[src/rtl/ctrl_pkg.sv]
// Shared definitions for the multicycle MIPS control unit: opcodes,
// FSM state codes, instruction classes and datapath select encodings.
package ctrl_pkg;

    localparam logic [5:0] OP_RTYPE = 6'h00;
    localparam logic [5:0] OP_LW    = 6'h23;
    localparam logic [5:0] OP_SW    = 6'h2B;
    localparam logic [5:0] OP_BEQ   = 6'h04;
    localparam logic [5:0] OP_ORI   = 6'h0D;
    localparam logic [5:0] OP_J     = 6'h02;

    typedef enum logic [3:0] {
        S_IDLE   = 4'd0,
        S_FETCH  = 4'd1,
        S_DECODE = 4'd2,
        S_MEMADR = 4'd3,
        S_MEMRD  = 4'd4,
        S_MEMWB  = 4'd5,
        S_MEMWR  = 4'd6,
        S_EXEC   = 4'd7,
        S_RWB    = 4'd8,
        S_BRANCH = 4'd9,
        S_ORIEX  = 4'd10,
        S_ORIWB  = 4'd11,
        S_JUMP   = 4'd12
    } state_e;

    typedef enum logic [2:0] {
        CL_NONE = 3'd0,
        CL_R    = 3'd1,
        CL_LW   = 3'd2,
        CL_SW   = 3'd3,
        CL_BEQ  = 3'd4,
        CL_ORI  = 3'd5,
        CL_J    = 3'd6,
        CL_ILL  = 3'd7
    } class_e;

    typedef enum logic [1:0] {
        SRCB_REG   = 2'b00,
        SRCB_FOUR  = 2'b01,
        SRCB_IMM   = 2'b10,
        SRCB_IMMSH = 2'b11
    } alusrcb_e;

    typedef enum logic [1:0] {
        ALU_ADD   = 2'b00,
        ALU_SUB   = 2'b01,
        ALU_FUNCT = 2'b10,
        ALU_OR    = 2'b11
    } aluop_e;

    typedef enum logic [1:0] {
        PCSRC_ALU    = 2'b00,
        PCSRC_ALUOUT = 2'b01,
        PCSRC_JUMP   = 2'b10
    } pcsrc_e;

endpackage

[src/rtl/mc_opdecode.sv]
// Opcode classifier: maps the instruction opcode to an instruction class,
// honouring the optional-instruction enables. Unsupported opcodes are
// reported as CL_ILL with the illegal flag set.
module mc_opdecode
    import ctrl_pkg::*;
#(
    parameter int OPW    = 6,
    parameter bit EN_J   = 1'b1,
    parameter bit EN_ORI = 1'b1
) (
    input  logic [OPW-1:0] op_i,
    output class_e         class_o,
    output logic           illegal_o
);

    // Priority-free opcode match; anything unmatched or disabled is illegal
    always_comb begin
        class_o   = CL_ILL;
        illegal_o = 1'b1;
        if (op_i == OPW'(OP_RTYPE)) begin
            class_o   = CL_R;
            illegal_o = 1'b0;
        end else if (op_i == OPW'(OP_LW)) begin
            class_o   = CL_LW;
            illegal_o = 1'b0;
        end else if (op_i == OPW'(OP_SW)) begin
            class_o   = CL_SW;
            illegal_o = 1'b0;
        end else if (op_i == OPW'(OP_BEQ)) begin
            class_o   = CL_BEQ;
            illegal_o = 1'b0;
        end else if (EN_ORI && (op_i == OPW'(OP_ORI))) begin
            class_o   = CL_ORI;
            illegal_o = 1'b0;
        end else if (EN_J && (op_i == OPW'(OP_J))) begin
            class_o   = CL_J;
            illegal_o = 1'b0;
        end
    end

endmodule

[src/rtl/multicycle_control.sv]
// Moore control FSM for the multicycle MIPS datapath. Sequences fetch,
// decode, execute, memory and write-back, stalling on mem_ready in the
// states that use the shared memory port.
module multicycle_control
    import ctrl_pkg::*;
#(
    parameter int OPW    = 6,
    parameter bit EN_J   = 1'b1,
    parameter bit EN_ORI = 1'b1
) (
    input  logic           clk,
    input  logic           rst_n,
    input  logic [OPW-1:0] op,
    input  logic           mem_ready,
    output logic           pcwrite,
    output logic           pcwritecond,
    output logic           iord,
    output logic           memread,
    output logic           memwrite,
    output logic           irwrite,
    output logic           memtoreg,
    output logic           regdest,
    output logic           regwrite,
    output logic           alusrca,
    output logic           zeroext,
    output logic [1:0]     alusrcb,
    output logic [1:0]     aluop,
    output logic [1:0]     pcsource,
    output logic           illegal,
    output logic           instr_done,
    output logic [3:0]     state
);

    state_e state_q, state_d;
    class_e cls_q, cls_d;
    class_e decClass;
    logic   decIllegal;

    mc_opdecode #(
        .OPW    (OPW),
        .EN_J   (EN_J),
        .EN_ORI (EN_ORI)
    ) u_opdecode (
        .op_i      (op),
        .class_o   (decClass),
        .illegal_o (decIllegal)
    );

    assign state = state_q;

    // State and latched instruction class; reset aborts to IDLE at once
    always_ff @(posedge clk or negedge rst_n) begin
        if (!rst_n) begin
            state_q <= S_IDLE;
            cls_q   <= CL_NONE;
        end else begin
            state_q <= state_d;
            cls_q   <= cls_d;
        end
    end

    // Next-state and Moore output decode (mem_ready gates the memory states)
    always_comb begin
        state_d     = state_q;
        cls_d       = cls_q;
        pcwrite     = 1'b0;
        pcwritecond = 1'b0;
        iord        = 1'b0;
        memread     = 1'b0;
        memwrite    = 1'b0;
        irwrite     = 1'b0;
        memtoreg    = 1'b0;
        regdest     = 1'b0;
        regwrite    = 1'b0;
        alusrca     = 1'b0;
        zeroext     = 1'b0;
        alusrcb     = SRCB_REG;
        aluop       = ALU_ADD;
        pcsource    = PCSRC_ALU;
        illegal     = 1'b0;
        instr_done  = 1'b0;
        case (state_q)
            S_IDLE: state_d = S_FETCH;
            S_FETCH: begin
                memread = 1'b1;
                alusrcb = SRCB_FOUR;
                if (mem_ready) begin
                    irwrite = 1'b1;
                    pcwrite = 1'b1;
                    state_d = S_DECODE;
                end
            end
            S_DECODE: begin
                alusrcb = SRCB_IMMSH;
                cls_d   = decClass;
                case (decClass)
                    CL_R:         state_d = S_EXEC;
                    CL_LW, CL_SW: state_d = S_MEMADR;
                    CL_BEQ:       state_d = S_BRANCH;
                    CL_ORI:       state_d = S_ORIEX;
                    CL_J:         state_d = S_JUMP;
                    default: begin
                        illegal    = decIllegal;
                        instr_done = 1'b1;
                        state_d    = S_FETCH;
                    end
                endcase
            end
            S_MEMADR: begin
                alusrca = 1'b1;
                alusrcb = SRCB_IMM;
                state_d = (cls_q == CL_SW) ? S_MEMWR : S_MEMRD;
            end
            S_MEMRD: begin
                memread = 1'b1;
                iord    = 1'b1;
                if (mem_ready) state_d = S_MEMWB;
            end
            S_MEMWB: begin
                regwrite   = 1'b1;
                memtoreg   = 1'b1;
                instr_done = 1'b1;
                state_d    = S_FETCH;
            end
            S_MEMWR: begin
                memwrite = 1'b1;
                iord     = 1'b1;
                if (mem_ready) begin
                    instr_done = 1'b1;
                    state_d    = S_FETCH;
                end
            end
            S_EXEC: begin
                alusrca = 1'b1;
                aluop   = ALU_FUNCT;
                state_d = S_RWB;
            end
            S_RWB: begin
                regdest    = 1'b1;
                regwrite   = 1'b1;
                instr_done = 1'b1;
                state_d    = S_FETCH;
            end
            S_BRANCH: begin
                alusrca     = 1'b1;
                aluop       = ALU_SUB;
                pcwritecond = 1'b1;
                pcsource    = PCSRC_ALUOUT;
                instr_done  = 1'b1;
                state_d     = S_FETCH;
            end
            S_ORIEX: begin
                alusrca = 1'b1;
                alusrcb = SRCB_IMM;
                aluop   = ALU_OR;
                zeroext = 1'b1;
                state_d = S_ORIWB;
            end
            S_ORIWB: begin
                regwrite   = 1'b1;
                instr_done = 1'b1;
                state_d    = S_FETCH;
            end
            S_JUMP: begin
                pcwrite    = 1'b1;
                pcsource   = PCSRC_JUMP;
                instr_done = 1'b1;
                state_d    = S_FETCH;
            end
            default: state_d = S_IDLE;
        endcase
    end

endmodule

[config.mk]
export PLATFORM = sky130hd
export DESIGN_NAME = multicycle_control
export DESIGN_NICKNAME = d
export VERILOG_FILES = /design/src/rtl/ctrl_pkg.sv /design/src/rtl/mc_opdecode.sv /design/src/rtl/multicycle_control.sv
export SDC_FILE = /design/constraint.sdc
export NUM_CORES = 1
export LEC_CHECK = 0
export ABC_AREA = 1
export BUFFER_PORTS_ARGS = -buffer_cell sky130_fd_sc_hd__buf_2
export CAP_MARGIN = 20
export CORE_ASPECT_RATIO = 0.8
export CORE_MARGIN = 4
export CORE_UTILIZATION = 41
export CTS_CLUSTER_SIZE = 40
export DETAILED_ROUTE_END_ITERATION = 8
export GPL_ROUTABILITY_DRIVEN = 0
export PLACE_DENSITY = 0.83
export SLEW_MARGIN = 20
export SYNTH_ARGS = -nofsm -noshare
export SYNTH_HDL_FRONTEND = slang
export SYNTH_SLANG_ARGS = --single-unit
export TNS_END_PERCENT = 100
[constraint.sdc]
create_clock -name clk -period 1.3 [get_ports clk]
set_clock_uncertainty 0.1 [all_clocks]
set_input_delay 0.26 -clock clk [delete_from_list [all_inputs] [get_ports clk]]
set_output_delay 0.26 -clock clk [all_outputs]
set_load 0.05 [all_outputs]
==> summary.md, run 1 <==
| Metric | Value |
|---|---|
| Async SR Flop Fraction | between 90% and 100% |
| Netlist cell types | 22 |
| Clk root buf | clkbuf_4 |
| Error | [ERROR DPL-0038] Utilization greater than 100%, impossible to legalize |
| Syn avg cell area | 6.408 sq um |
| Max Root-Sink Buffers | 2 |
| Chip Height | approximately 45 um |
| Synthesis Warnings | 0 |
| Resized Gates After CTS | 92 |
| Syn Std Cell Area | roughly 700 sq um |
| # Post-CTS Setup Buffers | 11 |
| CTS Hold Bufs | 1 |
| Post-synth EDFFs | 0 |
| Mapped Cells | around 110 |
| Die width | 53.72 um |
| Register area share after synthesis | 25.55% |
| TritonCTS Buffers | 3 |
| Status | did not finish |
| Detailed placer's ending HPWL | roughly 2200 um |
| Clk sinks | 7 |
| Halt Stage | 4_1_cts |
| CTS H-tree lvls | 1 |
| Net Count, Synth | around 120 |
| Initial Utilization | 46.13% |
| #FFs+latches synth | 7 |
| # rows | 12 |
| Io pins | 32 |
| Port buffer count | 31 |
| Ys flop type | dfrtp_1 |
## cell usage after synthesis, types with 3 or more instances
cell	n	area share, %
nand2_1	22	12
nor2_2	7	6.4
nor2_4	3	4.9
nand3_1	11	8.0
inv_2	3	1.6
o21ai_0	8	5.8
nand2_4	3	4.9
nor2_1	12	6.6
inv_1	15	8.2
dfrtp_1	7	26
## per-stage QoR
step           worst slack [ns]  std cells  cell area (sq um)
3_3_place_gp            -0.4083        191               1279
3_5_place_dp            -0.4551        191               1279
2_1_floorplan           -0.6729        107              844.6
## kinds of logic after synthesis
family / Yosys count / synth area share, %
buffers and inverters: 19 / 10.95
AO/OA/AOI/OAI: 15 / 12.59
flip-flops: 7 / 25.55
AND/OR/NAND/NOR: 66 / 50.91
==> inputs of run 2 (changes only) <==
--- a/config.mk
+++ b/config.mk
@@ -8,13 +8,11 @@
 export ABC_AREA = 1
 export BUFFER_PORTS_ARGS = -buffer_cell sky130_fd_sc_hd__buf_2
 export CAP_MARGIN = 20
-export CORE_ASPECT_RATIO = 0.8
-export CORE_MARGIN = 4
-export CORE_UTILIZATION = 41
-export CTS_CLUSTER_SIZE = 40
+export CORE_AREA = 4 4 65 67
 export DETAILED_ROUTE_END_ITERATION = 8
+export DIE_AREA = 0 0 69 71
 export GPL_ROUTABILITY_DRIVEN = 0
-export PLACE_DENSITY = 0.83
+export PLACE_DENSITY_LB_ADDON = 0.15
 export SLEW_MARGIN = 20
 export SYNTH_ARGS = -nofsm -noshare
 export SYNTH_HDL_FRONTEND = slang
==> constraint.sdc (replaced) <==
create_clock -name clk -period 1.7 [get_ports clk]
set_clock_uncertainty 0.1 [all_clocks]
set_input_delay 0.34 -clock clk [delete_from_list [all_inputs] [get_ports clk]]
set_output_delay 0.34 -clock clk [all_outputs]
set_load 0.05 [all_outputs]
==> run 2 against run 1 <==
Compared with the run above: the flow now finishes, with violations (setup timing); synthesized area unchanged; synthesized cell count unchanged.
==> summary.md, run 2 <==
| Metric | Value |
|---|---|
| Slew @ Worst Pin | roughly 0.27 ns |
| Top post-synthesis cells by area | dfrtp_1 26%, nand2_1 12%, inv_1 8.2% |
| Vias | 939 |
| Pwr/cell area | 1734 nW/um^2 |
| Top cell type by total area after synthesis | dfrtp_1 |
| Detailed Route WL | between 2000 and 2500 um |
| Grt ovf | 0 |
| Post-Layout Inst Area | between 1500 and 2000 sq um |
| CTS tree | done |
| Synthesis Warnings | 0 (unchanged) |
| Clk sinks | 7 (unchanged) |
| # rows | 22 (+10) |
| Worst r2r src | state[2] |
| CP Capture Type | primary output |
| First-pass GRT wire length | roughly 4000 um |
| Die area | 4899 sq um |
| Async SR Flop Fraction | 100.0% (unchanged) |
| Final Hold Violating Endpoints | 0 |
| Net Count, Synth | 116 (unchanged) |
| Max-slew headroom | ~80% |
| Fin crit period | 1.970 ns |
| TritonCTS Buffers | 3 (unchanged) |
| Drt first pass iters | 4 |
| Clk slew on worst S/H paths | 0.04 ns |
| # setup viols final | 18 |
| Syn Std Cell Area | 685.7 sq um (unchanged) |
| Worst vdd ir | a little over 0.7 mV |
| Detailed placer's ending HPWL | 1974 um (-11%) |
| Max cap viols | 0 |
| CTS H-tree lvls | 1 (unchanged) |
| Max Slew Vio Count | 0 |
| Ys flop type | dfrtp_1 |
| Latest clock arrival within the worst-skew pair | approximately 0.23 ns |
| Chip Height | 71 um (+59%) |
| Netlist cell types | 22 (unchanged) |
| Worst Hold Class | in2reg |
| Cell Area, Placed | 1251 sq um (-2.2%) |
| Placement Setup Slack | -0.1821 ns (+0.2730 ns) |
| Initial antenna violation count | 0 |
| Number of flip-flops in the largest register | 4 |
| Register area share after synthesis | 25.55% (unchanged) |
| CP cell instances | inv_8, nand2_8, buf_4, o21ai_4, buf_2 |
| Largest net degree at the start of global routing | 8 |
| Top Family by Delay on Critical Path | flip-flops |
| DRT iter0 DRCs | 14 |
| Post-synth EDFFs | 0 (unchanged) |
| Critical path's largest stage delay | ~0.53 ns |
| Net count, final | 190 |
| Post-synth top cells | 22 x nand2_1, 15 x inv_1, 12 x nor2_1 |
| Area share of the largest cell type after synthesis | 25.55% (unchanged) |
| Crit path max fanout | 4 |
| Clk root buf | clkbuf_8 |
| Failing checks | setup timing |
| DRC | 0 |
| Leak Pwr | a little under 0.8 nW |
| Startpoint types | flip-flop |
| Antenna Nets Post-Route | 0 |
| Vias per cell | between 4 and 5 |
| Die width | 69 um (+28%) |
| Crit path required time | 1.26 ns |
| Max Root-Sink Buffers | 2 (unchanged) |
| Wire per inst | 10.35 um |
| Gr usage total | around a tenth |
| CP max stage cell | dfrtp_4 |
| Io pins | 32 (unchanged) |
| Most frequent cells in the layout | 32 x buf_4, 16 x nand2_1, 14 x buf_2 |
| Hold Startpoint | mem_ready |
| Mapped Cells | 107 (unchanged) |
| CP arrival | 1.53 ns |
| Vias in the first global route | 944 |
| Syn avg cell area | 6.408 sq um (unchanged) |
| Fin crit share | 115.9% |
| Post-layout util | roughly 44% |
| Max Freq | just over 500 MHz |
| Crit Path Category | reg2out |
| CORE AREA | 3633 sq um |
| Most numerous cell in the Yosys netlist | nand2_1 |
| Most common cell after layout, fill and taps aside | buf_4 |
| Final setup margin | -0.2704 ns |
| Port buffer count | 31 (unchanged) |
| #FFs+latches synth | 7 (unchanged) |
| Layout area overhead | 133.8% |
| Layout cell share with drive strength beyond 1 | between 60 and 70% |
| Status | finished, violations left |
| Worst Setup SP | state[2] |
| Initial Utilization | 18.87% (-27 points) |
| Critical path buffers and inverters | 3 |
| Antenna diode count | 0 |
| RSZ-0062 raised after global routing | true |
[run 2: cell counts after synthesis]
Identical to the previous run, type by type.
[run 2: repair_timing]
action / CTS / global route
resized for setup: 50 / 15
setup buffers: 5 / 4
endpoints found under the setup margin: 19 / 21
endpoints found under the hold margin: 7 / 0
hold buffers: 1 / 0
pin swaps: 9 / 2
[run 2: final timing paths]
path | end | slack [ns] | depth (start not counted)
hold / removal | state[0] | 0.21 | 2
min in group asynchronous | cls_q[0] | 0.37 | 2
setup / recovery | regwrite | -0.27 | 5
max in group asynchronous | state[2] | 0.96 | 2
setup reg to reg | state[0] | 0.12 | 9
hold reg to reg | cls_q[1] | 0.38 | 2
[run 2: where the power goes]
group | leakage (nW) | switching (W) | total [W] | internal (W)
Sequential | 0.0800 | 0.0000700 | 0.000321 | 0.000252
Combinational | 0.667 | 0.00131 | 0.00222 | 0.000905
Clock | 0.0255 | 0.0000799 | 0.000239 | 0.000159
Total | 0.772 | 0.00146 | 0.00278 | 0.00132
[run 2: cells by family after synthesis]
family / Yosys count / synth area share (%)
AO/OA/AOI/OAI: 15 / 12.59
flip-flops: 7 / 25.55
AND/OR/NAND/NOR: 66 / 50.91
buffers and inverters: 19 / 10.95
[run 2: metal layers]
| metal | track usage [%] | wire length, um | vias to the layer above |
|---|---|---|---|
| met2 | 18.54 | 1224 | 28 |
| met3 | 1.989 | 133 | 5 |
| met4 | 5.857 | 61 | 0 |
| met1 | 11.04 | 940 | 420 |
| met5 | 0 | 0 | - |
| li1 | - | - | 486 |
[run 2: metrics by stage]
step / cells / TNS [ns] / hold slack, ns / total power, W
4_1_cts: 224 / -3.217 / 0.2181 / 0.002708
6_report: 228 / -2.853 / 0.2122 / 0.002779
2_1_floorplan: 107 / -2.335 / -0.05559 / 0.001534
3_5_place_dp: 214 / -0.6781 / 0.08184 / 0.002079
5_1_grt: 228 / -3.794 / 0.2248 / 0.002946
3_3_place_gp: 214 / -0.6423 / 0.08155 / 0.002082
[run 2: layout make-up]
class / instances / area [sq um]
inverter: 18 / 85.08
clock buffer: 3 / 41.29
multi-input combinational: 81 / 616.8
fill: 384 / 2031
tap: 48 / 60.06
timing repair buffer: 70 / 609.3
sequential: 7 / 185.2
clock inverter: 1 / 5.005
[run 2: worst reg2reg max path, stage by stage, from the launching register on]
cell	delay [ns]
dfrtp_4	0.53
inv_8	0.11
nand2_8	0.06
nor2_4	0.12
buf_6	0.13
inv_2	0.05
buf_4	0.15
nor2_1	0.10
o21ai_0	0.09
o21ai_1	0.08
No activity file was read; power rests on OpenSTA's default activity.
